## src/rtl/proc_ctrl_pkg.sv

```systemverilog
// Shared types for the multi-cycle processor control path: FSM state encodings,
// decoded instruction classes and the default data-memory watchdog limit.
package proc_ctrl_pkg;

  typedef enum logic [2:0] {
    S_IDLE   = 3'd0,
    S_FETCH  = 3'd1,
    S_DECODE = 3'd2,
    S_EXEC   = 3'd3,
    S_MEM    = 3'd4,
    S_WB     = 3'd5,
    S_HALT   = 3'd6,
    S_FAULT  = 3'd7
  } state_t;

  // Encodings 5..7 are illegal and have no enumerator.
  typedef enum logic [2:0] {
    OP_ALU    = 3'd0,
    OP_LOAD   = 3'd1,
    OP_STORE  = 3'd2,
    OP_BRANCH = 3'd3,
    OP_HALT   = 3'd4
  } op_class_t;

  localparam int MEM_TIMEOUT_DEF = 15;

endpackage

```

## src/rtl/seq_watchdog.sv

```systemverilog
// Data-memory watchdog: counts enabled cycles, clears on request, and flags the
// cycle in which one more unacknowledged cycle would reach MEM_TIMEOUT.
module seq_watchdog #(
  parameter int MEM_TIMEOUT = 15
) (
  input  logic clk,
  input  logic rst,
  input  logic clr_i,
  input  logic en_i,
  output logic tc_o
);

  logic [7:0] cnt_q;

  always_ff @(posedge clk or negedge rst) begin
    if (!rst)       cnt_q <= '0;
    else if (clr_i) cnt_q <= '0;
    else if (en_i)  cnt_q <= cnt_q + 8'd1;
  end

  // Terminal one cycle early so the FSM leaves MEM on the edge the count would hit the limit.
  assign tc_o = (cnt_q == 8'(MEM_TIMEOUT - 1));

endmodule

```

## src/rtl/multicycle_sequencer.sv

```systemverilog
// Multi-cycle control FSM: turns the decoded instruction class into per-cycle
// datapath enables, handshakes with data memory and counts retired instructions.
module multicycle_sequencer
  import proc_ctrl_pkg::*;
#(
  parameter int MEM_TIMEOUT = MEM_TIMEOUT_DEF,
  parameter int CNT_W       = 16
) (
  input  logic             clk,
  input  logic             rst,
  input  logic             run,
  input  logic             halt_req,
  input  logic [2:0]       op_class,
  input  logic             branch_taken,
  input  logic             mem_ack,
  output logic             pc_we,
  output logic             pc_sel,
  output logic             ir_we,
  output logic             flags_we,
  output logic             rf_we,
  output logic             rf_src_mem,
  output logic             mem_req,
  output logic             mem_we,
  output logic             busy,
  output logic             halted,
  output logic             fault,
  output logic [2:0]       state_o,
  output logic [CNT_W-1:0] retired_cnt
);

  state_t           state_q, state_d;
  logic [2:0]       op_q, op_d;
  logic [CNT_W-1:0] cnt_q;
  logic             retire;
  logic             in_mem;
  logic             wd_tc;

  assign in_mem = (state_q == S_MEM);

  seq_watchdog #(.MEM_TIMEOUT(MEM_TIMEOUT)) u_wd (
    .clk   (clk),
    .rst   (rst),
    .clr_i (!in_mem || mem_ack),
    .en_i  (in_mem && !mem_ack),
    .tc_o  (wd_tc)
  );

  always_comb begin
    state_d = state_q;
    op_d    = op_q;
    retire  = 1'b0;
    case (state_q)
      S_IDLE:   if (run) state_d = S_FETCH;
      S_FETCH:  state_d = S_DECODE;
      S_DECODE: begin
        op_d = op_class;
        case (op_class)
          OP_ALU, OP_LOAD, OP_STORE, OP_BRANCH: state_d = S_EXEC;
          OP_HALT:                              state_d = S_HALT;
          default:                              state_d = S_FAULT;
        endcase
      end
      S_EXEC: begin
        case (op_q)
          OP_ALU:             state_d = S_WB;
          OP_LOAD, OP_STORE:  state_d = S_MEM;
          OP_BRANCH:          retire  = 1'b1;
          default:            state_d = S_FAULT;
        endcase
      end
      S_MEM: begin
        // An ack in the limit cycle still completes the access.
        if (mem_ack) begin
          if (op_q == OP_STORE) retire  = 1'b1;
          else                  state_d = S_WB;
        end else if (wd_tc) begin
          state_d = S_FAULT;
        end
      end
      S_WB:     retire = 1'b1;
      S_HALT:   if (run && !halt_req) state_d = S_FETCH;
      S_FAULT:  state_d = S_FAULT;
      default:  state_d = S_FAULT;
    endcase
    // Instruction boundary: halt_req is only honoured here, never mid-instruction.
    if (retire) state_d = halt_req ? S_HALT : S_FETCH;
  end

  always_ff @(posedge clk or negedge rst) begin
    if (!rst) begin
      state_q <= S_IDLE;
      op_q    <= '0;
      cnt_q   <= '0;
    end else begin
      state_q <= state_d;
      op_q    <= op_d;
      if (retire && (cnt_q != '1)) cnt_q <= cnt_q + 1'b1;
    end
  end

  always_comb begin
    pc_we      = 1'b0;
    pc_sel     = 1'b0;
    ir_we      = 1'b0;
    flags_we   = 1'b0;
    rf_we      = 1'b0;
    rf_src_mem = 1'b0;
    mem_req    = 1'b0;
    mem_we     = 1'b0;
    busy       = 1'b0;
    halted     = 1'b0;
    fault      = 1'b0;
    case (state_q)
      S_FETCH: begin
        busy  = 1'b1;
        ir_we = 1'b1;
      end
      S_DECODE: busy = 1'b1;
      S_EXEC: begin
        busy     = 1'b1;
        flags_we = (op_q == OP_ALU);
        pc_we    = (op_q == OP_BRANCH);
        pc_sel   = (op_q == OP_BRANCH) && branch_taken;
      end
      S_MEM: begin
        busy    = 1'b1;
        mem_req = 1'b1;
        mem_we  = (op_q == OP_STORE);
        pc_we   = (op_q == OP_STORE) && mem_ack;
      end
      S_WB: begin
        busy       = 1'b1;
        rf_we      = 1'b1;
        rf_src_mem = (op_q == OP_LOAD);
        pc_we      = 1'b1;
      end
      S_HALT:  halted = 1'b1;
      S_FAULT: fault  = 1'b1;
      default: ;
    endcase
  end

  assign state_o     = state_q;
  assign retired_cnt = cnt_q;

endmodule

```

## config.mk

```make
export PLATFORM = sky130hd
export DESIGN_NAME = multicycle_sequencer
export DESIGN_NICKNAME = d
export VERILOG_FILES = /design/src/rtl/proc_ctrl_pkg.sv /design/src/rtl/seq_watchdog.sv /design/src/rtl/multicycle_sequencer.sv
export SDC_FILE = /design/constraint.sdc
export NUM_CORES = 1
export LEC_CHECK = 0
export CAP_MARGIN = 40
export CORE_MARGIN = 2
export CORE_UTILIZATION = 30
export CTS_CLUSTER_DIAMETER = 150
export DETAILED_ROUTE_END_ITERATION = 16
export GPL_ROUTABILITY_DRIVEN = 0
export PLACE_DENSITY = 0.49
export SLEW_MARGIN = 20
export SYNTH_ARGS = -nofsm -noshare
export SYNTH_HDL_FRONTEND = slang
export SYNTH_SLANG_ARGS = --single-unit
```

## constraint.sdc

```tcl
create_clock -name clk -period 2.4 [get_ports clk]
set_clock_uncertainty 0.05 [all_clocks]
set_input_delay 0.48 -clock clk [delete_from_list [all_inputs] [get_ports clk]]
set_output_delay 0.48 -clock clk [all_outputs]
set_load 0.1 [all_outputs]
```

==> impl_metrics.env <==
export IMPL_track_usage_pct=14.0
export IMPL_status="finished clean"
export IMPL_cp_arrival_ns=1.79
export IMPL_antenna_found_initial=0
export IMPL_timing_final_ws_setup_ns=0.0808
export IMPL_dr_total_vias=1422
export IMPL_via_per_inst=4.94
export IMPL_synth_top_area_cell="dfrtp_1"
export IMPL_numCtsBuffers=5
export IMPL_cts_max_level=2
export IMPL_clock_sinks=30
export IMPL_wire_per_inst_um=13.8
export IMPL_maxSlewViolCount=0
export IMPL_synth_main_ff_cell="dfrtp_1"
export IMPL_hold_slack_ns=0.449
export IMPL_die_x_um=78
export IMPL_netlist_area_um2=1640
export IMPL_rows=26
export IMPL_fin_crit_sh_pct=96.6
export IMPL_dpl_instance_area_um2=2290
export IMPL_synth_commonest_cells="dfrtp_1, nor2_1, xnor2_1, nand3_1, nand4_1"
export IMPL_grt_setup_unrepaired="false"
export IMPL_synth_nets=177
export IMPL_vdd_drop_max_v=0.00125
export IMPL_cts_tree="yes"
export IMPL_async_flop_share_pct=100
export IMPL_reg2reg_depth=7
export IMPL_synth_top_area_share_pct=45.7
export IMPL_portBuffers=38
export IMPL_critical_path_reg2reg_startpoint="op_q[1]"
export IMPL_drtPass1Iterations=4
export IMPL_rrSetupSlack_ns=0.44
export IMPL_setup_tns_ns=0
export IMPL_antennaDiodeCount=0
export IMPL_syn_avg_cell_area_um2=9.96
export IMPL_place_hpwl_um=2960
export IMPL_ys_warn_count=0
export IMPL_pre_cts_slack_ns=0.0730
export IMPL_r2r_end="retired_cnt[14]"
export IMPL_die_area_um2=6080
export IMPL_drtAntennaViolNets=0
export IMPL_cp_max_fo=5
export IMPL_grt_pass1_wl_um=6720
export IMPL_p_leak_nw=1.04
export IMPL_holdBufCountCts=0
export IMPL_grt_max_degree=31
export IMPL_min_to="u_wd.cnt_q[0]"
export IMPL_synth_area_leaders="dfrtp_1, xnor2_1, nor2_1"
export IMPL_ys_ff_latch=30
export IMPL_whs_path_depth=1
export IMPL_critical_path_class="reg -> out"
export IMPL_required_ns=1.87
export IMPL_die_height_um=78
export IMPL_drtIter0Drc=61
export IMPL_period_minus_slack_ns=2.32
export IMPL_wirelength_um=3960
export IMPL_worst_pin_slew_ns=0.407
export IMPL_cp_end_kind="primary output"
export IMPL_grt_overflow_total=0
export IMPL_netlist_instances=165
export IMPL_root_buffer="clkbuf_8"
export IMPL_synth_edff_count=0
export IMPL_nets=229
export IMPL_grt_pass1_vias=1418
export IMPL_drive_gt1_share_pct=33.9
export IMPL_initial_core_util_pct=31.6
export IMPL_yosys_cell_types_count=39
export IMPL_startpoint="state_o[2]"
export IMPL_drc=0
export IMPL_clockBufferDepth=2
export IMPL_syn_to_final_growth_pct=48.4
export IMPL_io_pins=39
export IMPL_hp_class="reg -> reg"
export IMPL_yosys_cell_count_top_type="dfrtp_1"
export IMPL_path_clk_slew_ns=0.07
export IMPL_max_cap_violations=0
export IMPL_fmaxAchievable_mhz=431
export IMPL_clk_latency_ns=0.28
export IMPL_hp_start="u_wd.cnt_q[0]"
export IMPL_setup_viol=0
export IMPL_cp_start_kind="register"
export IMPL_relSlewSlack_pct=72.6
export IMPL_fin_area_um2=2440
export IMPL_final_util_pct=46.8
export IMPL_p_per_area_nw_per_um2=1410
export IMPL_seq_area_frac_synth_pct=45.7
export IMPL_hold_viol_final=0
export IMPL_core_area_um2=5200
[logic make-up (layout without fill, tap and decap cells)]
group                    count (synthesis)  after routing  share of synthesized area, %
buffers and inverters                    8             61                          1.83
AND/OR/NAND/NOR                         81             81                          27.7
flip-flops                              30             30                          45.7
XOR/XNOR                                21             21                          11.2
AO/OA/AOI/OAI                           17             17                          7.85
multiplexers                             5              5                          3.43
adder cells (fa/ha/maj)                  3              3                          2.29
[stage by stage]
| stage | total power [mW] | cells |
|---|---|---|
| after floorplan | 2.31 | 165 |
| after global placement | 2.87 | 276 |
| after detailed placement | 2.88 | 276 |
| after CTS | 3.41 | 285 |
| after global routing | 3.60 | 288 |
| final | 3.43 | 288 |
[where the power goes]
group	internal (mW)	switching (mW)	leakage (nW)
combinational	0.671	1.49	0.586
clock	0.305	0.201	0.0579
sequential	0.629	0.133	0.393
total	1.60	1.83	1.04
[worst max-delay path: stages, from the launching register on]
cell	delay [ns]
dfrtp_4	0.47
nand2b_4	0.17
or3_4	0.39
and2_1	0.19
inv_2	0.10
buf_12	0.18
[timing repair]
action,4_1_cts,5_1_grt
setup endpoints to repair,1,1
buffers inserted,1,3
resized for setup,1,2
pin swaps,1,1
cloned,0,0
[final cells by class]
class	count	area (um2)
sequential	30	764
fill	496	2770
tap	70	87.6
clock inverter	3	40.0
inverter	5	18.8
timing repair buffer	48	505
clock buffer	5	68.8
multi-input combinational	127	952
[placed cells by master (no fill, tap or decap), types with 3 or more instances in the layout]
cell type and count:
o21ai_0 3, nand2_1 8, nor2_1 15, nor2_4 3
nor3_1 3, clkbuf_8 5, buf_4 30, xnor2_1 15
xor2_1 6, inv_1 3, nand4_1 10, nor2b_1 3
clkdlybuf4s50_1 8, dfrtp_1 25, and3_1 6, ha_1 3
nand3_1 11, mux2_2 3, dfrtp_4 3, buf_12 10
nand2b_1 4
[worst max-delay path by stage]
stage	endpoint	slack, ns	cells after the start
after floorplan	flags_we	-0.01	2
after global placement	pc_we	0.1	6
after detailed placement	pc_we	0.07	6
after CTS	pc_we	0.0002	5
after global routing	pc_we	0.01	5
final	pc_we	0.08	5
[state kept, by name (all words and copies together) (netlist names)]
name,flops
op_q,3
u_wd.cnt_q,8
retired_cnt,16
state_o,3
[metal layers]
| layer | global-route usage, % | share of wire [%] | vias up |
|---|---|---|---|
| met3 | 3.72 | 4.3 | 2 |
| met2 | 22.5 | 49 | 32 |
| met1 | 17.9 | 46 | 695 |
| met5 | 0 | 0 | - |
| li1 | - | - | 693 |
| met4 | 5.26 | 0.58 | 0 |
No activity file was read; power rests on OpenSTA's default activity.
==> edit 1: new RTL, same settings <==
`CNT_W`: 16 -> 32.
--- a/src/rtl/multicycle_sequencer.sv
+++ b/src/rtl/multicycle_sequencer.sv
@@ -4,7 +4,7 @@
   import proc_ctrl_pkg::*;
 #(
   parameter int MEM_TIMEOUT = MEM_TIMEOUT_DEF,
-  parameter int CNT_W       = 16
+  parameter int CNT_W       = 32
 ) (
   input  logic             clk,
   input  logic             rst,
Interface: changed (resized retired_cnt); port bits go from 39 to 55. No check against the original RTL was run, so the function may have changed too.
==> edit 1 against the unedited design <==
  * Total power grew 7.1%
  * Cell count increased by 47%
  * Sequential cell count up 16
  * Utilization fell by 4.4 points
  * Via count rose by 52%
  * Synthesized area grew 51%
  * Critical path depth did not move
  * Final area is 41% higher
  * Worst setup slack gained 0.70 ps
  * Wire length rose by 60%
  * Largest cell class unchanged
==> edit 1: results (changes against the unedited design) <==
| Metric | Value |
|---|---|
| Critical R2R Capture | `retired_cnt[11]$_DFFE_PN0P_ (was retired_cnt[14]$_DFFE_PN0P_)` |
| Seq/Total Area, Yosys | `0.464 (was 0.457)` |
| Hold Slack | `81.0 ps (was 449 ps)` |
| Ratio of cells with drive above 1 in the final layout | `0.318 (was 0.339)` |
| First-pass GRT wire length | `10500 µm (was 6720 µm)` |
| Vias in the first global route | `2084 (was 1418)` |
| Synth top area cells | `dfrtp_1, xnor2_1, nand4_1 (was dfrtp_1, xnor2_1, nor2_1)` |
| Post-Syn Instances | `251 (was 165)` |
| Maximum VDD drop | `0.457 mV (was 1.25 mV)` |
| P_leak | `1.37 nW (was 1.04 nW)` |
| Avg WL per Cell | `15.0 µm (was 13.8 µm)` |
| Worst slew pin tran | `468 ps (was 407 ps)` |
| Largest net degree at the start of global routing | `28 (was 31)` |
| Clk slew on worst S/H paths | `90 ps (was 70 ps)` |
| Worst skew pair latency | `300 ps (was 280 ps)` |
| Number of flip-flops in the largest register | `32 (was 16)` |
| CP max stage cell | `dfrtp_1 (was dfrtp_4)` |
| Status | `completed (unchanged)` |
| Vias per std cell | `5.10 (was 4.94)` |
| Place WS | `37.2 ps (was 73.0 ps)` |
| All-layer global routing usage | `0.147 (was 0.140)` |
| Worst Hold Class | `in2async (was reg2reg)` |
| DP HPWL | `4620 µm (was 2960 µm)` |
| Top post-synthesis cells by count | `dfrtp_1, xnor2_1, nand4_1 (was dfrtp_1, nor2_1, xnor2_1)` |
| Internal reg-to-reg setup slack | `290 ps (was 440 ps)` |
| Number of library cell types mapped by synthesis | `40 (was 39)` |
| Placed cell count | `413 (was 276)` |
-- edit 1: changes by cell type in the layout (fill, tap and decap cells not counted), sizes merged, moves of 3 or more --
cell	delta
xnor2	+16
nor3	+4
and2	+3
nor2	+3
nand4	+12
and4	+4
dfrtp	+16
buf	+21
nand2	+10
nand3	+6
-- edit 1: worst reg2reg max path, cell delays in order, from the launching register on --
cell     delay [ps]
dfrtp_2         410
ha_1            200
nand4_1         190
nor4_1          470
nand3_1         190
buf_4           260
nand4_1         150
xnor2_1         120
-- edit 1: area by class of cell --
| cell class | instances | share of cell area |
|---|---|---|
| clock inverter | 2 | 0.00364 |
| multi-input combinational | 192 | 0.389 |
| tap | 105 | 0.0382 |
| timing repair buffer | 68 | 0.200 |
| sequential | 46 | 0.341 |
| clock buffer | 6 | 0.0240 |
| inverter | 4 | 0.00437 |
-- edit 1: where the power goes --
group	switching [W]	internal (W)	total, W
logic	0.00147	0.000679	0.00215
registers	0.000129	0.000895	0.00102
clock network	0.000266	0.000232	0.000497
-- edit 1: worst max path at each step --
| stage | startpoint | endpoint | slack, ps | cells past startpoint |
|---|---|---|---|---|
| 2_1_floorplan | state_o[2]$_DFFE_PN0P_ | flags_we | -130 | 2 |
| 3_3_place_gp | mem_ack | retired_cnt[26]$_DFFE_PN0P_ | 70 | 7 |
| 3_5_place_dp | mem_ack | retired_cnt[26]$_DFFE_PN0P_ | 40 | 7 |
| 4_1_cts | op_q[0]$_DFFE_PN0P_ | pc_we | 50 | 4 |
| 5_1_grt | op_q[0]$_DFFE_PN0P_ | pc_sel | 2 | 5 |
| 6_report | op_q[0]$_DFFE_PN0P_ | pc_sel | 80 | 5 |
-- edit 1: layer usage --
metal,vias to the layer above,routed length (µm),global-route usage
met4,0,74,0.0471
met1,1056,2970,0.196
li1,1031,-,-
met3,8,309,0.0303
met5,-,0,0
met2,62,2970,0.241
-- edit 1: logic make-up (layout without fill, tap and decap cells) --
kind of cell	after synthesis	after routing	synth area share
flip-flops	46	46	0.464
AO/OA/AOI/OAI	19	19	0.0581
adder cells (fa/ha/maj)	3	3	0.0151
AND/OR/NAND/NOR	129	129	0.290
XOR/XNOR	37	37	0.131
multiplexers	4	4	0.0182
buffers and inverters	13	80	0.0237
-- edit 1: stage by stage --
step | instance area [µm²] | power [W]
after floorplan | 2580 | 0.00257
after global placement | 3320 | 0.00318
after detailed placement | 3320 | 0.00318
after CTS | 3420 | 0.00369
after global routing | 3440 | 0.00386
final | 3440 | 0.00367
-- edit 1: what timing repair did --
item	4_1_cts	5_1_grt
endpoints found under the setup margin	0	1
buffers inserted	0	2
resized for setup	0	1
==> edit 2: new RTL, same settings <==
Without the edit above. Put a register stage on the output `fault`, cleared by the reset. The value now appears one clock later. The other outputs are not delayed to match.
--- a/src/rtl/multicycle_sequencer.sv
+++ b/src/rtl/multicycle_sequencer.sv
@@ -27,6 +27,8 @@
   output logic [2:0]       state_o,
   output logic [CNT_W-1:0] retired_cnt
 );
+
+  logic fault_d;
 
   state_t           state_q, state_d;
   logic [2:0]       op_q, op_d;
@@ -109,7 +111,7 @@
     mem_we     = 1'b0;
     busy       = 1'b0;
     halted     = 1'b0;
-    fault      = 1'b0;
+    fault_d    = 1'b0;
     case (state_q)
       S_FETCH: begin
         busy  = 1'b1;
@@ -135,7 +137,7 @@
         pc_we      = 1'b1;
       end
       S_HALT:  halted = 1'b1;
-      S_FAULT: fault  = 1'b1;
+      S_FAULT: fault_d = 1'b1;
       default: ;
     endcase
   end
@@ -143,5 +145,13 @@
   assign state_o     = state_q;
   assign retired_cnt = cnt_q;
 
+  always_ff @(posedge clk or negedge rst) begin
+    if (!rst) begin
+      fault <= '0;
+    end else begin
+      fault <= fault_d;
+    end
+  end
+
 endmodule
 
Check against the original RTL: not equivalent (Yosys sat finds a counterexample within 4 cycles, from zero or initial values and one cycle with rst low).
==> edit 2 against the unedited design <==
  * Final area increased by 3.0%
  * Total power increased by 6.1%
  * Critical path type unchanged
  * Sequential cell count increased by 1
  * Die area increased by 7.6%
  * Wire length increased by 0.33%
  * Synthesized area increased by 8.0%
  * Worst setup slack improved by 77 ps
==> edit 2: results (changes against the unedited design) <==
| Metric | Value |
|---|---|
| Root Driver | `clkbuf_8 (unchanged)` |
| Clk slew on worst S/H paths | `70 ps (about the same)` |
| DP HPWL | `2970 µm (was 2960 µm)` |
| Worst skew pair latency | `280 ps (about the same)` |
| Hold Slack | `428 ps (was 449 ps)` |
| P_leak | `1.12 nW (was 1.04 nW)` |
| Fin nets | `230 (was 229)` |
| HP Start | `u_wd.cnt_q[0]$_DFF_PN0_ (unchanged)` |
| Worst reg-to-reg path cell count | `6 (was 7)` |
| First-pass GRT wire length | `6710 µm (was 6720 µm)` |
| Top post-synthesis cells by count | `dfrtp_1, nor2_1, xor2_1 (was dfrtp_1, nor2_1, xnor2_1)` |
| Seq/Total Area, Yosys | `0.437 (was 0.457)` |
| All-layer global routing usage | `0.134 (was 0.140)` |
| Placement Cell Area | `0.00239 mm² (was 0.00229 mm²)` |
| Resized Gates After CTS | `0 (was 1)` |
| Largest net degree at the start of global routing | `32 (was 31)` |
| Syn_nets | `186 (was 177)` |
| Worst hold endpoint | `u_wd.cnt_q[0]$_DFF_PN0_ (unchanged)` |
| DR vias | `1421 (was 1422)` |
| Place WS | `250 ps (was 73.0 ps)` |
| Internal reg-to-reg setup slack | `450 ps` |
| Maximum VDD drop | `1.05 mV (was 1.25 mV)` |
| Placed cell count | `286 (was 276)` |
| Setup Buffers After CTS | `0 (was 1)` |
| Post-Syn Instances | `174 (was 165)` |
| Number of DRC markers in iteration 0 | `79 (was 61)` |
| Critical R2R Capture | `retired_cnt[1]$_DFFE_PN0P_ (was retired_cnt[14]$_DFFE_PN0P_)` |
| Crit-path max FO | `15 (was 5)` |
| Ratio of cells with drive above 1 in the final layout | `0.374 (was 0.339)` |
| Synth top area cells | `dfrtp_1, xor2_1, nor4_2 (was dfrtp_1, xnor2_1, nor2_1)` |
| Vias per std cell | `4.83 (was 4.94)` |
| Avg WL per Cell | `13.5 µm (was 13.8 µm)` |
| Worst slew pin tran | `507 ps (was 407 ps)` |
| Number of library cell types mapped by synthesis | `43 (was 39)` |
| Hold_buf cts | `0 (unchanged)` |
| Pre-antenna DRT Iters | `4 (unchanged)` |
| CP Launch Point | `state_o[0]$_DFFE_PN0P_ (was state_o[2]$_DFFE_PN0P_)` |
| Status | `completed (unchanged)` |
| Critical R2R Launch | `state_o[2]$_DFFE_PN0P_ (was op_q[1]$_DFFE_PN0P_)` |
| Sw Ratio | `0.544 (was 0.532)` |
==> edit 2: routing by layer <==
layer	track usage	wire length (µm)	share of wire	vias to the layer above
met3	0.0433	194	0.049	9
met5	0	0	0	-
met2	0.203	1910	0.48	34
li1	-	-	-	694
met4	0.0525	90	0.023	0
met1	0.178	1780	0.45	684
==> edit 2: worst max-delay path: stages (launching register included) <==
cell	delay, ps
dfrtp_4	550
inv_2	110
nor2_1	240
nor4b_4	320
buf_12	220
==> edit 2: power groups by stage <==
stage | Clock, W | Sequential [W] | Combinational [W]
after global routing | 0.000582 | 0.000893 | 0.00233
final | 0.000532 | 0.000869 | 0.00224
after CTS | 0.000555 | 0.000870 | 0.00226
after detailed placement | 0 | 0.000877 | 0.00225
after floorplan | 0 | 0.00139 | 0.00117
after global placement | 0 | 0.000871 | 0.00224
==> edit 2: worst max path at each step <==
| stage | endpoint | slack [ps] | cells past startpoint |
|---|---|---|---|
| floorplan | flags_we | -220 | 3 |
| global placement | state_o[1]$_DFFE_PN0P_ | 320 | 6 |
| detailed placement | state_o[1]$_DFFE_PN0P_ | 250 | 6 |
| CTS | flags_we | 140 | 4 |
| global route | flags_we | 50 | 4 |
| finish | flags_we | 160 | 4 |
==> edit 2: cell type report <==
class	instances	area (µm²)
multi-input cells	128	1000
clock buffers	6	82.6
fillers	569	3300
inverters	7	26.3
repair buffers	45	483
flip-flops and latches	31	790
clock inverters	2	35.0
well taps	75	93.8
==> edit 2: kinds of logic after synthesis <==
group	count (synthesis)	synth area share
AND/OR/NAND/NOR	82	0.298
flip-flops	31	0.437
XOR/XNOR	20	0.0987
AO/OA/AOI/OAI	17	0.0592
buffers and inverters	15	0.0480
multiplexers	6	0.0381
adder cells (fa/ha/maj)	3	0.0212
